### config.mk
export PLATFORM = sky130hd
export DESIGN_NAME = dispensador_cambio
export DESIGN_NICKNAME = d
export VERILOG_FILES = /design/src/rtl/dispensador_pkg.sv /design/src/rtl/selector_moneda.sv /design/src/rtl/dispensador_cambio.sv
export SDC_FILE = /design/constraint.sdc
export NUM_CORES = 1
export LEC_CHECK = 0
export ABC_AREA = 1
export CAP_MARGIN = 10
export CORE_ASPECT_RATIO = 0.75
export CORE_MARGIN = 8
export CORE_UTILIZATION = 45
export DETAILED_ROUTE_END_ITERATION = 10
export GPL_ROUTABILITY_DRIVEN = 0
export PLACE_DENSITY = 0.65
export SYNTH_ARGS = -nofsm -noshare
export SYNTH_HDL_FRONTEND = slang
export SYNTH_SLANG_ARGS = --single-unit
### constraint.sdc
create_clock -name clk -period 1.85 [get_ports clk]
set_input_delay 0.4625 -clock clk [delete_from_list [all_inputs] [get_ports clk]]
set_output_delay 0.4625 -clock clk [all_outputs]
set_load 0.005 [all_outputs]
### src/rtl/dispensador_pkg.sv
// Shared coin codes, unit values and controller state type for the change dispenser.
package dispensador_pkg;

  localparam logic [1:0] MON_2 = 2'b01;
  localparam logic [1:0] MON_3 = 2'b10;
  localparam logic [1:0] MON_4 = 2'b11;

  localparam logic [3:0] VAL_2 = 4'd2;
  localparam logic [3:0] VAL_3 = 4'd3;
  localparam logic [3:0] VAL_4 = 4'd4;

  typedef enum logic [2:0] {
    IDLE,
    SELECT,
    REQ,
    REL,
    DONE,
    ERROR
  } estado_t;

  function automatic logic [3:0] valor_moneda(input logic [1:0] code);
    logic [3:0] v;
    case (code)
      MON_2:   v = VAL_2;
      MON_3:   v = VAL_3;
      MON_4:   v = VAL_4;
      default: v = '0;
    endcase
    return v;
  endfunction

  // A coin is usable only if it fits and does not strand a 1-unit remainder.
  function automatic logic elegible(input logic [3:0] pend, input logic [3:0] d);
    return (pend >= d) && ((pend - d) != 4'd1);
  endfunction

endpackage

### src/rtl/selector_moneda.sv
// Combinational coin choice: largest denomination in stock that keeps the remainder payable.
module selector_moneda
  import dispensador_pkg::*;
(
  input  logic [3:0] pendiente,
  input  logic       hay_2,
  input  logic       hay_3,
  input  logic       hay_4,
  output logic       found,
  output logic [1:0] code
);

  always_comb begin
    found = 1'b0;
    code  = MON_2;
    if (hay_4 && elegible(pendiente, VAL_4)) begin
      found = 1'b1;
      code  = MON_4;
    end else if (hay_3 && elegible(pendiente, VAL_3)) begin
      found = 1'b1;
      code  = MON_3;
    end else if (hay_2 && elegible(pendiente, VAL_2)) begin
      found = 1'b1;
      code  = MON_2;
    end
  end

endmodule

### src/rtl/dispensador_cambio.sv
// Change dispenser: pays a loaded amount coin by coin over a four-phase req/ack hopper
// handshake, tracking per-denomination stock and aborting when exact change is impossible.
module dispensador_cambio
  import dispensador_pkg::*;
#(
  parameter int unsigned STOCK_INIT = 7,
  parameter int unsigned STOCK_W    = 4,
  parameter int unsigned ACK_TO     = 15
) (
  input  logic       clk,
  input  logic       reset,
  input  logic [3:0] cambio,
  input  logic       cargar,
  input  logic       recarga,
  input  logic       moneda_ack,
  output logic       moneda_req,
  output logic [1:0] moneda_tipo,
  output logic       ocupado,
  output logic       listo,
  output logic       falta,
  output logic [3:0] pendiente
);

  localparam int unsigned TMR_W = (ACK_TO < 2) ? 1 : $clog2(ACK_TO + 1);
  localparam logic [TMR_W-1:0]   TMR_LAST = TMR_W'(ACK_TO - 1);
  localparam logic [STOCK_W-1:0] STOCK_LLENO = STOCK_W'(STOCK_INIT);

  estado_t            estado;
  logic [TMR_W-1:0]   timer;
  logic [STOCK_W-1:0] stock_2;
  logic [STOCK_W-1:0] stock_3;
  logic [STOCK_W-1:0] stock_4;
  logic               sel_found;
  logic [1:0]         sel_code;

  selector_moneda u_selector (
    .pendiente (pendiente),
    .hay_2     (stock_2 != '0),
    .hay_3     (stock_3 != '0),
    .hay_4     (stock_4 != '0),
    .found     (sel_found),
    .code      (sel_code)
  );

  always_ff @(posedge clk or posedge reset) begin
    if (reset) begin
      estado      <= IDLE;
      timer       <= '0;
      pendiente   <= '0;
      moneda_req  <= 1'b0;
      moneda_tipo <= '0;
      ocupado     <= 1'b0;
      listo       <= 1'b0;
      falta       <= 1'b0;
      stock_2     <= STOCK_LLENO;
      stock_3     <= STOCK_LLENO;
      stock_4     <= STOCK_LLENO;
    end else begin
      listo <= 1'b0;
      falta <= 1'b0;
      unique case (estado)
        IDLE: begin
          if (cargar) begin
            pendiente <= cambio;
            ocupado   <= 1'b1;
            estado    <= SELECT;
          end else if (recarga) begin
            stock_2 <= STOCK_LLENO;
            stock_3 <= STOCK_LLENO;
            stock_4 <= STOCK_LLENO;
          end
        end
        SELECT: begin
          if (pendiente == '0) begin
            listo  <= 1'b1;
            estado <= DONE;
          end else if (sel_found) begin
            moneda_tipo <= sel_code;
            timer       <= '0;
            moneda_req  <= 1'b1;
            estado      <= REQ;
          end else begin
            falta  <= 1'b1;
            estado <= ERROR;
          end
        end
        REQ: begin
          if (moneda_ack) begin
            timer      <= '0;
            moneda_req <= 1'b0;
            estado     <= REL;
          end else if (timer == TMR_LAST) begin
            moneda_req <= 1'b0;
            falta      <= 1'b1;
            estado     <= ERROR;
          end else begin
            timer <= timer + TMR_W'(1);
          end
        end
        REL: begin
          // The coin is counted only once the hopper has released ack.
          if (!moneda_ack) begin
            pendiente <= pendiente - valor_moneda(moneda_tipo);
            case (moneda_tipo)
              MON_2:   stock_2 <= stock_2 - STOCK_W'(1);
              MON_3:   stock_3 <= stock_3 - STOCK_W'(1);
              MON_4:   stock_4 <= stock_4 - STOCK_W'(1);
              default: ;
            endcase
            estado <= SELECT;
          end else if (timer == TMR_LAST) begin
            falta  <= 1'b1;
            estado <= ERROR;
          end else begin
            timer <= timer + TMR_W'(1);
          end
        end
        DONE, ERROR: begin
          ocupado <= 1'b0;
          estado  <= IDLE;
        end
        default: estado <= IDLE;
      endcase
    end
  end

endmodule
==> results.md <==
- Status: completed
- Lkg Pwr: 1.24 nW
- Total GRT Usage: 0.144
- Slew @ Worst Pin: 0.369 ns
- Clock Tree Buf Depth: 2
- Synth Area per Inst: 7.65 um2
- Met3 wire len: 255 um
- Crit-path cells: buf_4, clkdlybuf4s50_1
- CTS hold repair buffers: 0
- Via count: 1,764
- Vias in the first global route: 1,628
- Minimum clock period: 1.77 ns
- Maximum VDD drop: 0.934 mV
- Sinks on Clock Net: 29
- First-pass GRT wire length: 7.72 mm
- Top_reg_cell synth: dfrtp_1
- Most numerous cell in the Yosys netlist: nand2_1
- Power per cell area: 1840 nW/um2
- Clock Skew: 0.00487 ns
- Buffers & Inverters on Critical Path: 2
- Ys Warns: 0
- Final #Nets: 321
- Final setup viols: 0
- Filler cells: 420
- TritonRoute pass-1 iters: 4
- # diodes: 0
- Maxcap violations: 0
- Achievable frequency: 566 MHz
- Die Y-Extent: 73.6 um
- Num CTS Buffers: 5
- WL met2: 1.88 mm
- Vias per cell: 5.00
- Htree depth: 2
- Synth unique cells: 31
- Row count: 21
- Post-synth top area share: 0.252
- Worst Path Required: 1.39 ns
- Gr ovfl total: 0
- Cells taking the most area after synthesis: dfrtp_1 (25%), nand2_1 (12%), dfstp_2 (12%)
- CP arrival: 1.30 ns
- Synth area leader: dfrtp_1
- Highest metal used: met4
- Area Growth Syn to Fin: 23.2%
- Tot Pwr: 4.50 mW
- Final ANT Viol Nets: 0
- HP Class: reg2reg
- Wire per inst: 12.9 um
- Crit end category: primary output
- Fin crit share: 0.955
- Post-synth EDFFs: 0
- CP max stage delay: 0.49 ns
- CTS root buf: clkbuf_8
- Initial DRC count: 78
- DRT met1 WL: 2.41 mm
- Pin count of the biggest net entering global routing: 30
- Final WL: 4.57 mm
- Hold Fails Final Rpt: 0
- Starting density of the core: 0.456
- Syn Std Cell Area: 1990 um2
- Crit path kind: reg2out
- Io pins: 19
- Syn nets: 286
- Final Slew Violations: 0
- Slowest CP cell: clkdlybuf4s50_1
- Input/output buffers: 18
- Clock latency on the worst-skew pair: 0.28 ns
- CTS tree: built
- RSZ-0062 raised after global routing: no
- Worst Setup Slack post-DPL: 0.0146 ns
- DIE WIDTH: 92.8 um
- Fraction of registers with async set/reset: 1.00
- Synth cell count leaders: nand2_1 (66), inv_1 (36), nor2_1 (22), dfrtp_1 (20), ha_1 (16)
- Final WS setup: 0.0841 ns
- Cells after Synth: 260
- Seq/Total Area, Yosys: 0.371
- Crit Path Max Fanout: 3
- Post-DP HPWL: 3.42 mm
- FF+latch count, synth: 29
- Residual DRC count: 0
- Slew margin rel.: 0.754
- Die ar.: 6820 um2
- Setup TNS: 0 ns
- Antenna violations before repair: 0
- Worst setup SP type: flop
- CP top delay family: buffers and inverters
- Reg clk slew, reported paths: 0.07 ns
- Core footprint: 4360 um2
- Share of layout cells above drive strength 1: 0.213
## cell usage in the layout (no fill, tap or decap), drive strengths merged, types with 2 or more instances in the layout
master         netlist  routed
clkdlybuf4s50        0      17
clkbuf               1       7
dfrtp               20      20
o211ai               2       2
inv                 38      38
nand4                9       9
nand2               67      67
nand3               16      16
nor2                26      26
o21ai               29      29
a21oi                8       8
xor2                 2       2
nor3                 4       4
dfstp                9       9
ha                  16      16
or2                  6       6
buf                  2      13
## logic make-up after synthesis
| logic type | synth area share |
|---|---|
| fa+ha+maj | 0.111 |
| simple gates | 0.298 |
| compound gates | 0.130 |
| buf+inv | 0.0818 |
| xor+xnor | 0.00881 |
| flops | 0.371 |
## tightest hold or removal path: stages, from the launching register on
cell	delay (ns)
dfstp_2	0.37
nand2_1	0.05
o21ai_1	0.06
## through the flow
step	cell area, um2	hold WS, ns	std cells	util
2_1_floorplan	1990	0.462	260	-
3_3_place_gp	2290	0.478	342	0.526
3_5_place_dp	2290	0.476	342	0.526
4_1_cts	2410	0.485	351	0.552
5_1_grt	2450	0.498	353	0.561
6_report	2450	0.487	353	0.561
## layout make-up
type	instances	area, um2	share of cell area
clock buffers	7	96.3	0.0393
repair buffers	31	280	0.114
inverters	38	143	0.0583
flip-flops and latches	29	738	0.301
multi-input cells	190	1110	0.455
well taps	57	71.3	0.0291
clock inverters	1	5.00	0.00204
## path summary, 6_finish.rpt
| kind | startpoint | endpoint | slack, ns | cells past startpoint |
|---|---|---|---|---|
| worst min register to register | stock_3[0] | stock_3[0] | 0.49 | 2 |
| worst min-delay path | stock_3[0] | stock_3[0] | 0.49 | 2 |
| worst max register to register | moneda_tipo[0] | pendiente[2] | 0.13 | 8 |
| worst max-delay path | moneda_tipo[1] | moneda_tipo[1] | 0.08 | 2 |
| min in group asynchronous | reset | stock_4[3] | 0.55 | 3 |
| max in group asynchronous | reset | stock_3[0] | 0.99 | 3 |
## routing by layer
metal / up-vias / global-route usage
li1: 908 / -
met1: 812 / 0.203
met2: 42 / 0.197
met3: 2 / 0.0510
met4: 0 / 0.0427
met5: - / 0
## sequential cells by signal, indices dropped and copies added, names as in the netlist
name and flops:
ocupado 1, stock_3 4, timer 4, falta 1, listo 1, estado 3, stock_4 4, pendiente 4
moneda_tipo 2, moneda_req 1, stock_2 4
## report_power, final
part           total, mW  switching [mW]  internal [mW]
Clock              0.580           0.244          0.336
Sequential          1.23           0.241          0.992
Combinational       2.69            1.58           1.11
Total               4.50            2.06           2.44
## timing repair
| item | 4_1_cts | 5_1_grt |
|---|---|---|
| pin swaps | 0 | 2 |
| gates resized for setup | 1 | 13 |
| endpoints found under the setup margin | 1 | 19 |
| setup buffers | 1 | 2 |
No activity file was read; power rests on OpenSTA's default activity.
